--- src/rtl/uart_tx.sv ---
// UART transmitter: start bit, DATA_WIDTH data bits LSB first, optional parity, stop bit(s).
// Define UART_TX_TWO_STOP_EN to transmit two stop-bit periods per frame.
module uart_tx #(
  parameter int DATA_WIDTH = 8
) (
  input  logic                  clk,
  input  logic                  rst,
  input  logic [DATA_WIDTH-1:0] data_in,
  input  logic                  data_valid,
  input  logic                  par_enable,
  input  logic                  par_type,
  input  logic [7:0]            prescale,
  output logic                  tx_out,
  output logic                  busy,
  output logic                  tx_done
);

  localparam int IW = (DATA_WIDTH > 1) ? $clog2(DATA_WIDTH) : 1;
  localparam logic [IW-1:0] LAST_IDX = IW'(DATA_WIDTH - 1);

`ifdef UART_TX_TWO_STOP_EN
  localparam logic TWO_STOP = 1'b1;
`else
  localparam logic TWO_STOP = 1'b0;
`endif

  typedef enum logic [2:0] {
    IDLE   = 3'd0,
    START  = 3'd1,
    DATA   = 3'd2,
    PARITY = 3'd3,
    STOP   = 3'd4,
    STOP2  = 3'd5
  } state_t;

  state_t                state_r;
  logic [DATA_WIDTH-1:0] shadow_r;
  logic                  par_en_r;
  logic                  par_type_r;
  logic [7:0]            p_r;
  logic [7:0]            cnt_r;
  logic [IW-1:0]         idx_r;
  logic                  bit_end_s;
  logic                  enter_done_s;

  function automatic logic parity_bit(input logic [DATA_WIDTH-1:0] d, input logic odd);
    return (^d) ^ odd;
  endfunction

  assign bit_end_s = (cnt_r == (p_r - 8'd1));
  // Entering the final stop period with P=1 makes its first cycle also its last.
  assign enter_done_s = (p_r == 8'd1);

  // Frame sequencer with registered line, busy and done outputs.
  always_ff @(posedge clk) begin
    if (rst) begin
      state_r    <= IDLE;
      shadow_r   <= '0;
      par_en_r   <= 1'b0;
      par_type_r <= 1'b0;
      p_r        <= 8'd1;
      cnt_r      <= 8'd0;
      idx_r      <= '0;
      tx_out     <= 1'b1;
      busy       <= 1'b0;
      tx_done    <= 1'b0;
    end else begin
      tx_done <= 1'b0;
      case (state_r)
        IDLE: begin
          cnt_r <= 8'd0;
          idx_r <= '0;
          if (data_valid) begin
            shadow_r   <= data_in;
            par_en_r   <= par_enable;
            par_type_r <= par_type;
            p_r        <= (prescale == 8'd0) ? 8'd1 : prescale;
            state_r    <= START;
            busy       <= 1'b1;
            tx_out     <= 1'b0;
          end else begin
            busy   <= 1'b0;
            tx_out <= 1'b1;
          end
        end
        START: begin
          if (bit_end_s) begin
            cnt_r   <= 8'd0;
            state_r <= DATA;
            tx_out  <= shadow_r[0];
          end else begin
            cnt_r <= cnt_r + 8'd1;
          end
        end
        DATA: begin
          if (bit_end_s) begin
            cnt_r <= 8'd0;
            if (idx_r == LAST_IDX) begin
              idx_r <= '0;
              if (par_en_r) begin
                state_r <= PARITY;
                tx_out  <= parity_bit(shadow_r, par_type_r);
              end else begin
                state_r <= STOP;
                tx_out  <= 1'b1;
                tx_done <= enter_done_s & ~TWO_STOP;
              end
            end else begin
              idx_r  <= idx_r + IW'(1);
              tx_out <= shadow_r[idx_r + IW'(1)];
            end
          end else begin
            cnt_r <= cnt_r + 8'd1;
          end
        end
        PARITY: begin
          if (bit_end_s) begin
            cnt_r   <= 8'd0;
            state_r <= STOP;
            tx_out  <= 1'b1;
            tx_done <= enter_done_s & ~TWO_STOP;
          end else begin
            cnt_r <= cnt_r + 8'd1;
          end
        end
`ifdef UART_TX_TWO_STOP_EN
        STOP: begin
          if (bit_end_s) begin
            cnt_r   <= 8'd0;
            state_r <= STOP2;
            tx_done <= enter_done_s;
          end else begin
            cnt_r <= cnt_r + 8'd1;
          end
        end
        STOP2: begin
          if (bit_end_s) begin
            cnt_r   <= 8'd0;
            state_r <= IDLE;
            busy    <= 1'b0;
          end else begin
            cnt_r   <= cnt_r + 8'd1;
            tx_done <= (cnt_r == (p_r - 8'd2));
          end
        end
`else
        STOP: begin
          if (bit_end_s) begin
            cnt_r   <= 8'd0;
            state_r <= IDLE;
            busy    <= 1'b0;
          end else begin
            cnt_r   <= cnt_r + 8'd1;
            tx_done <= (cnt_r == (p_r - 8'd2));
          end
        end
`endif
        default: begin
          state_r <= IDLE;
          cnt_r   <= 8'd0;
          idx_r   <= '0;
          busy    <= 1'b0;
          tx_out  <= 1'b1;
        end
      endcase
    end
  end

endmodule

--- config.mk ---
export PLATFORM = sky130hd
export DESIGN_NAME = uart_tx
export DESIGN_NICKNAME = d
export VERILOG_FILES = /design/src/rtl/uart_tx.sv
export SDC_FILE = /design/constraint.sdc
export NUM_CORES = 1
export LEC_CHECK = 0
export ABC_AREA = 1
export BUFFER_PORTS_ARGS = -buffer_cell sky130_fd_sc_hd__buf_2
export CAP_MARGIN = 20
export CORE_MARGIN = 2
export CORE_UTILIZATION = 58
export DETAILED_ROUTE_END_ITERATION = 7
export GPL_TIMING_DRIVEN = 0
export PLACE_DENSITY = 0.79
export SYNTH_ARGS = -nofsm -noshare
export SYNTH_HDL_FRONTEND = slang
export SYNTH_SLANG_ARGS = --single-unit
--- constraint.sdc ---
create_clock -name clk -period 2.1 [get_ports clk]
set_clock_uncertainty 0.05 [all_clocks]
set_input_delay 0.21 -clock clk [delete_from_list [all_inputs] [get_ports clk]]
set_output_delay 0.21 -clock clk [all_outputs]
set_load 0.03 [all_outputs]
==> impl_metrics.env <==
export IMPL_outcome="complete, no violations"
export IMPL_synth_distinct_cells=29
export IMPL_ir_worst_vdd_v=0.000653
export IMPL_cts_made_buffers=5
export IMPL_ys_flop_type="dfxtp_1"
export IMPL_ys_ff_latch=35
export IMPL_antenna_cells=0
export IMPL_port_buffers=22
export IMPL_ys_top_cells_by_count="95 x nand2_1, 38 x inv_1, 35 x dfxtp_1, 33 x a21oi_1, 31 x nor2_1"
export IMPL_fin_crit_sh=0.919
export IMPL_synth_top_family_by_area="simple AND/OR/NAND/NOR gates"
export IMPL_die_area_sq_um=4270
export IMPL_holdWs_ns=0.150
export IMPL_cp_data_required_time_ns=2.21
export IMPL_gr_total_overflow=0
export IMPL_ant_nets=0
export IMPL_clock_path_buffers=2
export IMPL_netlist_area_sq_um=2180
export IMPL_cts_num_sinks=35
export IMPL_synthTopCellsByArea="dfxtp_1 32%, nand2_1 16%, a21oi_1 7.6%"
export IMPL_holdPathStages=3
export IMPL_layoutNonFillerInstCount=419
export IMPL_drt_total_wl_mm=4.98
export IMPL_final_cell_area_sq_um=2460
export IMPL_report_final_hold_viol_count=0
export IMPL_nets=398
export IMPL_place_congestion=0.901
export IMPL_seq_area_frac_synth=0.321
export IMPL_initial_utilization=0.601
export IMPL_crit_type="register to register"
export IMPL_timing_rr_end="state_r[1]"
export IMPL_critPathMaxStageDelay_ns=0.31
export IMPL_setup_viol=0
export IMPL_drv_cap=0
export IMPL_synth_xor_area_frac=0.0562
export IMPL_critPathMaxFanout=9
export IMPL_synth_avg_cell_area_sq_um=6.40
export IMPL_drt_iter0_drc=231
export IMPL_synth_top_area_frac=0.321
export IMPL_critical_path_arrival_ns=2.04
export IMPL_fp_coreArea_sq_um=3630
export IMPL_antenna_found_initial=0
export IMPL_hpwl_mm=3.90
export IMPL_relSlewSlack=0.599
export IMPL_grt_setup_unrepaired="false"
export IMPL_post_cts_buffers=0
export IMPL_p_total_mw=3.05
export IMPL_startpoint="p_r[1]"
export IMPL_path_cells="inv_2, ha_1, nand2_1, nor2_1, nand3_1, nand2_1, nand2_1, nor2_4, nand2_4, nand2_2, nand2_1, nand2_1, a21oi_1"
export IMPL_final_util=0.677
export IMPL_track_usage=0.261
export IMPL_slew_violations=0
export IMPL_timing_rr_start="p_r[1]"
export IMPL_drive_above_1_share=0.146
export IMPL_rrSetupSlack_ns=0.17
export IMPL_powerDensity_nw_per_um2=1240
export IMPL_cp_buffers_inverters=1
export IMPL_r2r_cells=13
export IMPL_syn_inst=341
export IMPL_hp_start="prescale[0]"
export IMPL_yosysWarnings=0
export IMPL_leakage_nw=1.16
export IMPL_hold_path_class="input port to register"
export IMPL_die_y_um=65.4
export IMPL_first_pass_iters=5
export IMPL_dp_cells=411
export IMPL_cts_resized=0
export IMPL_syn_num_nets=369
export IMPL_slowest_stage="dfxtp_1"
export IMPL_max_freq_mhz=518
export IMPL_synth_area_leader_cell="dfxtp_1"
export IMPL_die_w_um=65.4
export IMPL_cts_tree="done"
export IMPL_fin_crit_ns=1.93
export IMPL_grt_pass1_vias=2000
export IMPL_place_ws_ns=0.133
export IMPL_grt_pass1_wl_mm=8.67
export IMPL_layout_setup_ws_ns=0.171
export IMPL_grt_max_degree=11
export IMPL_cts_root_buffer="clkbuf_8"
export IMPL_synthArstFlopShare=0
export IMPL_finalSetupTns_ns=0
export IMPL_vias_per_cell=5.30
export IMPL_clock_latency_ns=0.29
export IMPL_area_growth_pct=12.6
export IMPL_synthMuxAreaShare=0
export IMPL_place_area_sq_um=2350
export IMPL_wire_per_inst_um=11.9
export IMPL_synth_most_common_cell="nand2_1"
export IMPL_synth_simple_area_share=0.349
export IMPL_tightest_slew_ns=0.596
export IMPL_start_kind="register"
export IMPL_cp_top_family="simple AND/OR/NAND/NOR gates"
export IMPL_num_vias=2222
export IMPL_ctsHoldBuffers=0
export IMPL_synth_compound_area_frac=0.140
export IMPL_pin_count=24
export IMPL_hold_end="p_r[0]"
export IMPL_rows=22
export IMPL_crit_top_cell="nand2_1"
export IMPL_synth_edf_count=0
export IMPL_cp_end_kind="register"
export IMPL_path_clk_slew_ns=0.07
export IMPL_synthAdderAreaFrac=0.0401
export IMPL_h_tree_depth=2
export IMPL_drc=0
==> worst register-to-register path, cell delays in order (launching register included) <==
cell     delay, ns
dfxtp_1       0.31
inv_2         0.14
ha_1          0.24
nand2_1       0.12
nor2_1        0.16
nand3_1       0.08
nand2_1       0.08
nand2_1       0.09
nor2_4        0.17
nand2_4       0.10
nand2_2       0.10
nand2_1       0.07
nand2_1       0.06
a21oi_1       0.05
==> logic make-up after synthesis <==
kind of cell / count (synthesis)
and+or+nand+nor: 173
AOI/OAI and AO/OA: 60
buffers and inverters: 52
DFF: 35
xor gates and xnor gates: 14
adders and majority gates: 7
==> sequential cells by signal, indices dropped and copies added (netlist names) <==
register,cells
busy,1
cnt_r,8
idx_r,3
p_r,8
par_en_r,1
par_type_r,1
shadow_r,8
state_r,3
tx_done,1
tx_out,1
==> worst max path at each step <==
| stage | end | cells past startpoint | slack (ns) |
|---|---|---|---|
| 2_1_floorplan | state_r[0] | 13 | 0.42 |
| 3_3_place_gp | state_r[0] | 13 | 0.17 |
| 3_5_place_dp | state_r[0] | 13 | 0.13 |
| 4_1_cts | state_r[0] | 13 | 0.09 |
| 5_1_grt | idx_r[2] | 12 | 0.02 |
| 6_report | state_r[1] | 13 | 0.17 |
==> layout make-up <==
type                       count  area (sq um)
inverter                      44           165
timing repair buffer          22           110
multi-input combinational    254          1280
clock buffer                   8           100
sequential                    35           701
tap                           48          60.1
buffer                         8          38.8
fill                         361          1170
==> per-layer routing <==
metal | up-vias | routed length (um) | global-route usage
met5 | - | 0 | 0
met4 | 0 | 130 | 0.125
met2 | 70 | 2240 | 0.403
met3 | 15 | 280 | 0.0360
li1 | 1147 | - | -
met1 | 990 | 2330 | 0.359
==> report_power, final <==
group	switching (mW)	total, mW	internal, mW
Clock	0.239	0.539	0.299
Combinational	1.02	1.56	0.539
Sequential	0.139	0.955	0.816
==> placed cells by master (no fill, tap or decap) <==
cell	instances
xor2_1	8
nand4_1	2
nor4_1	2
a22oi_1	1
ha_1	6
o21ai_1	3
o211ai_1	1
nor3b_2	2
clkbuf_1	7
ha_2	1
or2_2	1
nand3_1	23
nand3b_1	2
xnor2_1	6
nand2_2	4
nor2_4	1
nand2_1	94
inv_2	7
a21oi_1	33
nand3_2	1
nand2_4	1
o21ai_0	21
o22ai_1	1
dfxtp_1	35
clkbuf_8	7
inv_1	37
buf_2	23
nor3_1	4
nor2_2	5
nor2_1	31
buf_6	1
Note: power is estimated with default switching activity, not from simulation.
